<file path="src/rtl/regfile_access_ctrl.sv">
// Purpose: execute/writeback sequencer for an 8x8 register file; optional flags via RFC_FLAGS_EN.
// Latency: accept at edge T, operands read at T+1, ALU at T+2, write/done at T+3; 1 instr per 4 cycles.
// Backpressure: instReady_o is high only in IDLE and low under rst; instValid_i is ignored otherwise.
module regfile_access_ctrl #(
    parameter int DATA_W = 8,
    parameter int ADDR_W = 3
) (
    input  logic              clk,
    input  logic              rst,
    input  logic              instValid_i,
    output logic              instReady_o,
    input  logic [2:0]        opcode_i,
    input  logic [ADDR_W-1:0] destReg_i,
    input  logic [ADDR_W-1:0] sourceReg1_i,
    input  logic [ADDR_W-1:0] sourceReg2_i,
    input  logic [DATA_W-1:0] imm_i,
    output logic [ADDR_W-1:0] rfSrc1_o,
    output logic [ADDR_W-1:0] rfSrc2_o,
    output logic [ADDR_W-1:0] rfDest_o,
    output logic              rfWrite_o,
    output logic [DATA_W-1:0] rfData_o,
    input  logic [DATA_W-1:0] rfData1_i,
    input  logic [DATA_W-1:0] rfData2_i,
    output logic [DATA_W-1:0] result_o,
    output logic              done_o
`ifdef RFC_FLAGS_EN
    ,
    output logic              zeroFlag_o,
    output logic              carryFlag_o
`endif
);

    localparam logic [2:0] OP_ADD  = 3'd0;
    localparam logic [2:0] OP_SUB  = 3'd1;
    localparam logic [2:0] OP_AND  = 3'd2;
    localparam logic [2:0] OP_OR   = 3'd3;
    localparam logic [2:0] OP_XOR  = 3'd4;
    localparam logic [2:0] OP_SHL  = 3'd5;
    localparam logic [2:0] OP_MOVI = 3'd6;
    localparam logic [2:0] OP_NOP  = 3'd7;

    typedef enum logic [1:0] {
        ST_IDLE,
        ST_READ,
        ST_EXEC,
        ST_WB
    } state_t;

    state_t            state_q;
    state_t            state_d;
    logic              accept;
    logic [2:0]        op_q;
    logic [ADDR_W-1:0] dest_q;
    logic [ADDR_W-1:0] src1_q;
    logic [ADDR_W-1:0] src2_q;
    logic [DATA_W-1:0] imm_q;
    logic [DATA_W-1:0] opa_q;
    logic [DATA_W-1:0] opb_q;
    logic [DATA_W-1:0] result_q;
    logic [DATA_W-1:0] alu_res;
    logic              exec_upd;

    assign accept   = instValid_i && instReady_o;
    // NOP keeps the previous result (and flags) untouched
    assign exec_upd = (state_q == ST_EXEC) && (op_q != OP_NOP);

    // State register
    always_ff @(posedge clk) begin
        if (rst) begin
            state_q <= ST_IDLE;
        end else begin
            state_q <= state_d;
        end
    end

    // Next state: fixed four-step walk, only IDLE waits on the handshake
    always_comb begin
        state_d = state_q;
        case (state_q)
            ST_IDLE: if (accept) state_d = ST_READ;
            ST_READ: state_d = ST_EXEC;
            ST_EXEC: state_d = ST_WB;
            ST_WB:   state_d = ST_IDLE;
            default: state_d = ST_IDLE;
        endcase
    end

    // Instruction fields are frozen at accept so later input changes cannot leak in
    always_ff @(posedge clk) begin
        if (rst) begin
            op_q   <= OP_ADD;
            dest_q <= '0;
            src1_q <= '0;
            src2_q <= '0;
            imm_q  <= '0;
        end else if (accept) begin
            op_q   <= opcode_i;
            dest_q <= destReg_i;
            src1_q <= sourceReg1_i;
            src2_q <= sourceReg2_i;
            imm_q  <= imm_i;
        end
    end

    // Operands captured at the end of READ, before any writeback of this instruction
    always_ff @(posedge clk) begin
        if (rst) begin
            opa_q <= '0;
            opb_q <= '0;
        end else if (state_q == ST_READ) begin
            opa_q <= rfData1_i;
            opb_q <= rfData2_i;
        end
    end

    // ALU: all arithmetic wraps at DATA_W bits
    always_comb begin
        alu_res = result_q;
        case (op_q)
            OP_ADD:  alu_res = opa_q + opb_q;
            OP_SUB:  alu_res = opa_q - opb_q;
            OP_AND:  alu_res = opa_q & opb_q;
            OP_OR:   alu_res = opa_q | opb_q;
            OP_XOR:  alu_res = opa_q ^ opb_q;
            OP_SHL:  alu_res = opa_q << opb_q[2:0];
            OP_MOVI: alu_res = imm_q;
            default: alu_res = result_q;
        endcase
    end

    // Result register, loaded at the end of EXEC and held until the next EXEC
    always_ff @(posedge clk) begin
        if (rst) begin
            result_q <= '0;
        end else if (exec_upd) begin
            result_q <= alu_res;
        end
    end

`ifdef RFC_FLAGS_EN
    logic alu_carry;
    logic zero_q;
    logic carry_q;

    // Carry: ADD wraps iff the sum is below A, SUB borrows iff A<B, SHL reports the last bit out
    always_comb begin
        alu_carry = 1'b0;
        case (op_q)
            OP_ADD: alu_carry = (alu_res < opa_q);
            OP_SUB: alu_carry = (opa_q < opb_q);
            OP_SHL: begin
                for (int i = 0; i < DATA_W; i++) begin
                    if (i == DATA_W - int'(opb_q[2:0])) alu_carry = opa_q[i];
                end
            end
            default: alu_carry = 1'b0;
        endcase
    end

    // Flags update alongside the result
    always_ff @(posedge clk) begin
        if (rst) begin
            zero_q  <= 1'b0;
            carry_q <= 1'b0;
        end else if (exec_upd) begin
            zero_q  <= (alu_res == '0);
            carry_q <= alu_carry;
        end
    end

    assign zeroFlag_o  = zero_q;
    assign carryFlag_o = carry_q;
`endif

    // Handshake and write strobes are gated by rst so a reset in WB aborts cleanly
    assign instReady_o = (state_q == ST_IDLE) && !rst;
    assign rfWrite_o   = (state_q == ST_WB) && (op_q != OP_NOP) && !rst;
    assign done_o      = (state_q == ST_WB) && !rst;
    assign rfSrc1_o    = src1_q;
    assign rfSrc2_o    = src2_q;
    assign rfDest_o    = dest_q;
    assign rfData_o    = result_q;
    assign result_o    = result_q;

endmodule

</file>
<file path="config.mk">
export PLATFORM = sky130hd
export DESIGN_NAME = regfile_access_ctrl
export DESIGN_NICKNAME = d
export VERILOG_FILES = /design/src/rtl/regfile_access_ctrl.sv
export SDC_FILE = /design/constraint.sdc
export NUM_CORES = 1
export LEC_CHECK = 0
export ABC_AREA = 1
export ABC_CLOCK_PERIOD_IN_PS = 2250
export CAP_MARGIN = 20
export CELL_PAD_IN_SITES_DETAIL_PLACEMENT = 0
export CELL_PAD_IN_SITES_GLOBAL_PLACEMENT = 1
export CORE_ASPECT_RATIO = 0.9
export CORE_UTILIZATION = 32
export DETAILED_ROUTE_END_ITERATION = 10
export PLACE_DENSITY = 0.76
export SKIP_LAST_GASP = 1
export SLEW_MARGIN = 5
export SYNTH_ARGS = -nofsm -noshare
export SYNTH_HDL_FRONTEND = slang
export SYNTH_SLANG_ARGS = --single-unit
</file>
<file path="constraint.sdc">
create_clock -name clk -period 2.25 [get_ports clk]
set_input_delay 0.45 -clock clk [delete_from_list [all_inputs] [get_ports clk]]
set_output_delay 0.45 -clock clk [all_outputs]
set_load 0.03 [all_outputs]
</file>
---- Word-level counts from Yosys, hierarchy flattened ----
Cells that the tools add are included.
cells by class
  $add $sub $neg .......................... 2
  equality and inequality tests ........... 11
  shifts and indexed selects .............. 1
  mux-type cells .......................... 3
  bitwise logic cells ..................... 3
  reduce and logical (&&, ||, !) cells .... 11
operator list
  cell                  number
  $pmux W8 S7           1
  $eq A3 B3 Y1 const B  3
  $add A8 B8 Y8         1
  $and A8 B8 Y8         1
  $or A8 B8 Y8          1
  $pmux W2 S4           1
  $shl A8 B3 Y8         1
  $sub A8 B8 Y8         1
  $xor A8 B8 Y8         1
  $reduce_bool A7 Y1    1
  $eq A3 B2 Y1 const B  2
  $logic_and A1 B1 Y1   6
  $eq A2 B2 Y1 const B  2
  $eq A3 B1 Y1 const B  1
  $logic_not A3 Y1      1
  $ne A3 B3 Y1 const B  1
  $eq A2 B1 Y1 const B  1
  $logic_not A2 Y1      1
  $mux W2               1
  $ne A2 B2 Y1 const B  1
  $reduce_and A2 Y1     1
  $logic_not A1 Y1      1
storage, ports and cells
  register bits after elaboration ......... 46
  bits of input ports ..................... 39
  output and inout port bits .............. 28
  word-level logic and storage cells ...... 40

---- Longest topological paths before layout ----
  word-level depth ........................ 5
  depth in mapped cells ................... 19

---- Worst setup path before layout ----
No wires, ideal clock.
  path type ............................... flip-flop to flip-flop
  start point ............................. register opb_q[1]
  end point ............................... register result_q[7] (netlist: result_o[7])
  setup time .............................. 0.120 ns
  data arrival time ....................... 2.122 ns
  data required time ...................... 2.130 ns
  path slack .............................. 0.009 ns
  cell stages (with the launch flop) ...... 19
  buffers on the path ..................... 2
  clock period less this slack ............ 2.241 ns
  path through ............................ dfxtp_1 buf_2 inv_1 buf_2 ha_1 inv_1 nor3_1 inv_1 nand2_1 xor2_1 ha_1 nand2_1 nand2_1 nand2_1 nand2_1 a21oi_1 nand3_1 nand3_1 a21oi_1
on the way
  longest elaborated chain between the ends .. 2
  elaborated cells on any way between the ends .. 4
RTL lines
  item                                   RTL line  RTL
  start, declared                        58        logic [DATA_W-1:0] opb_q;
  start signal, assigned                 112       opb_q <= rfData2_i;
  $sub A8 B8 Y8 (tied with other cells)  121       OP_SUB: alu_res = opa_q - opb_q;
  $pmux W8 S7 *                          119       case (op_q)
  end signal, assigned                   136       result_q <= alu_res;
  end, declared                          59        logic [DATA_W-1:0] result_q;
Every way passes the cells marked *; elsewhere a longest branch is shown, timed or not.
A chain may end at the register's enable or synchronous reset.

---- Worst setup path after layout ----
  start point ............................. register opb_q[1]
  end point ............................... register result_q[6] (netlist: result_o[6])
The elaborated chain is that of the path after synthesis.

==> results.json <==
{
  "worstPathRequired_ns": 2.46,
  "clk_latency_ns": 0.31,
  "rows": 33,
  "synth_top_family_by_area": "simple AND/OR/NAND/NOR gates",
  "r2r_cells": 16,
  "synthAdderAreaFrac": 0.128,
  "htreeDepth": 2,
  "die_w_um": 106,
  "ir_drop_v": 0.000596,
  "timing.final.crit_share": 0.916,
  "worst_pin_slew_ns": 0.381,
  "final_cell_mix": "nand2_1, clkdlybuf4s50_1, inv_1",
  "p_leak_nw": 1.86,
  "syn_inst": 461,
  "timing.rr.end": "result_o[6]",
  "hold_depth": 2,
  "clk_pin_slew_ns": 0.09,
  "place_area_mm2": 0.00388,
  "synth_cell_type_count": 29,
  "num_vias": 3133,
  "totalWireLength_um": 8930,
  "drive_gt1_frac": 0.0907,
  "yosys_warnings": 0,
  "synth.net_count": 531,
  "seq_area_frac_synth": 0.298,
  "grt_use_met1": 0.260,
  "fmax_mhz": 485,
  "synthesis.area_mm2": 0.00309,
  "postCtsHoldBufs": 0,
  "layout_commonest_cell": "nand2_1",
  "grt_first_pass_wirelength_um": 13900,
  "min_period_ns": 2.06,
  "clockBufferDepth": 2,
  "grt_usage": 0.178,
  "syn_to_final_growth_pct": 31.2,
  "cts-root-buf": "clkbuf_8",
  "initial_core_util": 0.334,
  "status": "finished clean",
  "detail_route.wl_per_cell_um": 13.7,
  "setup_viol": 0,
  "skew_ns": 0.00566,
  "antenna_found_initial": 0,
  "min_to": "imm_q[1]",
  "grt.busiest_layer": "met2",
  "use_met3": 0.0267,
  "numPortBuffers": 66,
  "die_y_um": 95.2,
  "muxShareOfSynthArea": 0,
  "max_slew_margin": 0.744,
  "drt_iter0_markers": 142,
  "synth-xor-area-share": 0.0199,
  "numClockSinks": 46,
  "final_max_slew_viol_count": 0,
  "r2r-start": "opb_q[1]",
  "grt_max_degree": 40,
  "final_nets": 598,
  "hold_viol": 0,
  "hp-start": "imm_q[1]",
  "ant_nets": 0,
  "use_met2": 0.278,
  "avgSynthCellArea_um2": 6.69,
  "design_area_mm2": 0.00405,
  "fin_ws_ns": 0.189,
  "crit_type": "reg2reg",
  "ys_ff_latch": 46,
  "num_antenna_cells": 0,
  "dpl_worst_slack_ns": 0.120,
  "grt_overflow": 0,
  "synth-simple-area-share": 0.310,
  "cap_violations": 0,
  "synth_compound_area_frac": 0.125,
  "cp-start-kind": "flop",
  "hpwl_um": 7080,
  "critPathArrivalTime_ns": 2.27,
  "core_mm2": 0.00925,
  "cts_tree": "built",
  "holdWs_ns": 0.461,
  "firstDrtPassIters": 4,
  "grt_setup_unrepaired": "true",
  "endpoint_kind": "flop",
  "crit_path_max_fanout": 9,
  "via_per_inst": 4.81,
  "die_area_mm2": 0.0100,
  "ff2ff_setup_slack_ns": 0.19,
  "drc": 0,
  "cts_inserted_buffers": 5,
  "fin_setup_tns_ns": 0,
  "grt_pass1_vias": 2743,
  "power_density_mw_per_mm2": 1330,
  "io_pins": 67,
  "hp-class": "reg2reg",
  "gp_congestion": 0.935
}
[per-layer routing]
layer  part of all wire  wire (µm)
met5                  0          0
met4             0.0076         68
met3              0.035        313
met2               0.43       3840
met1               0.53       4710
[how the worst max path moves through the flow]
stage                     startpoint          end  slack (ns)
after floorplan             opb_q[1]  result_o[7]       0.009
after global placement      opb_q[0]  result_o[5]        0.15
after detailed placement    opb_q[1]  result_o[6]        0.12
after CTS                   opb_q[1]  result_o[6]        0.09
after global routing        opb_q[1]  result_o[4]      -0.004
final                       opb_q[1]  result_o[6]        0.19
[sequential cells by signal, indices dropped and copies added (netlist names)]
signal / flops
op_q: 3
rfSrc1_o: 3
opa_q: 8
opb_q: 8
rfSrc2_o: 3
result_o: 8
state_q: 2
imm_q: 8
rfDest_o: 3
[cells in the mapped netlist, drive strengths merged]
cell / n / share of area
and2: 1 / 0.0020
nor2: 36 / 0.047
clkinv: 1 / 0.0012
xor2: 6 / 0.017
nand3: 56 / 0.092
nand3b: 1 / 0.0024
a21boi: 1 / 0.0024
o21ai: 33 / 0.054
clkbuf: 8 / 0.0097
nand2: 103 / 0.13
a211oi: 1 / 0.0024
nand4: 14 / 0.028
ha: 30 / 0.12
nor3: 5 / 0.0081
o211ai: 4 / 0.0097
buf: 17 / 0.034
fa: 1 / 0.0065
xnor2: 1 / 0.0028
or2: 1 / 0.0020
inv: 60 / 0.073
a21oi: 35 / 0.057
dfxtp: 46 / 0.30
[per-stage QoR]
step | power (mW) | instances | utilization
after floorplan | 3.57 | 461 | -
after detailed placement | 4.55 | 639 | 0.420
final | 5.37 | 651 | 0.438
after CTS | 5.21 | 647 | 0.432
after global routing | 5.87 | 651 | 0.438
after global placement | 4.53 | 639 | 0.420
[kinds of logic (layout without fill, tap and decap cells)]
kind of cell,Yosys count,in the layout
fa+ha+maj,31,31
flops,46,46
xor+xnor,7,7
simple gates,217,217
compound gates,74,74
buf+inv,86,154
[final cells by class]
type	count	area (µm²)
fillers	1012	5200
inverters	61	229
clock buffers	5	68.8
multi-input cells	329	1820
flip-flops and latches	46	922
well taps	122	153
clock inverters	3	43.8
repair buffers	85	808
[where the power goes]
group	total [mW]	internal, mW	switching (mW)
registers	1.29	1.05	0.233
clock network	0.646	0.334	0.312
logic	3.44	1.38	2.06
[critical path, cell delays in order, from the launching register on]
cell and delay, ns:
dfxtp_1 0.33, buf_4 0.17, nor2_1 0.11, nand2_1 0.07, nand2_2 0.10, nand2_1 0.07
xor2_1 0.14, ha_1 0.35, nand2_1 0.08, inv_1 0.07, nand4_1 0.10, nand3_1 0.09
nand2_1 0.05, nand2_1 0.06, nor2_1 0.04, nor2_1 0.08, nor2_1 0.04
[what timing repair did]
action	4_1_cts	5_1_grt
setup buffers	0	4
setup endpoints to repair	0	4
gates resized for setup	0	10
Note: power is estimated with default switching activity, not from simulation.
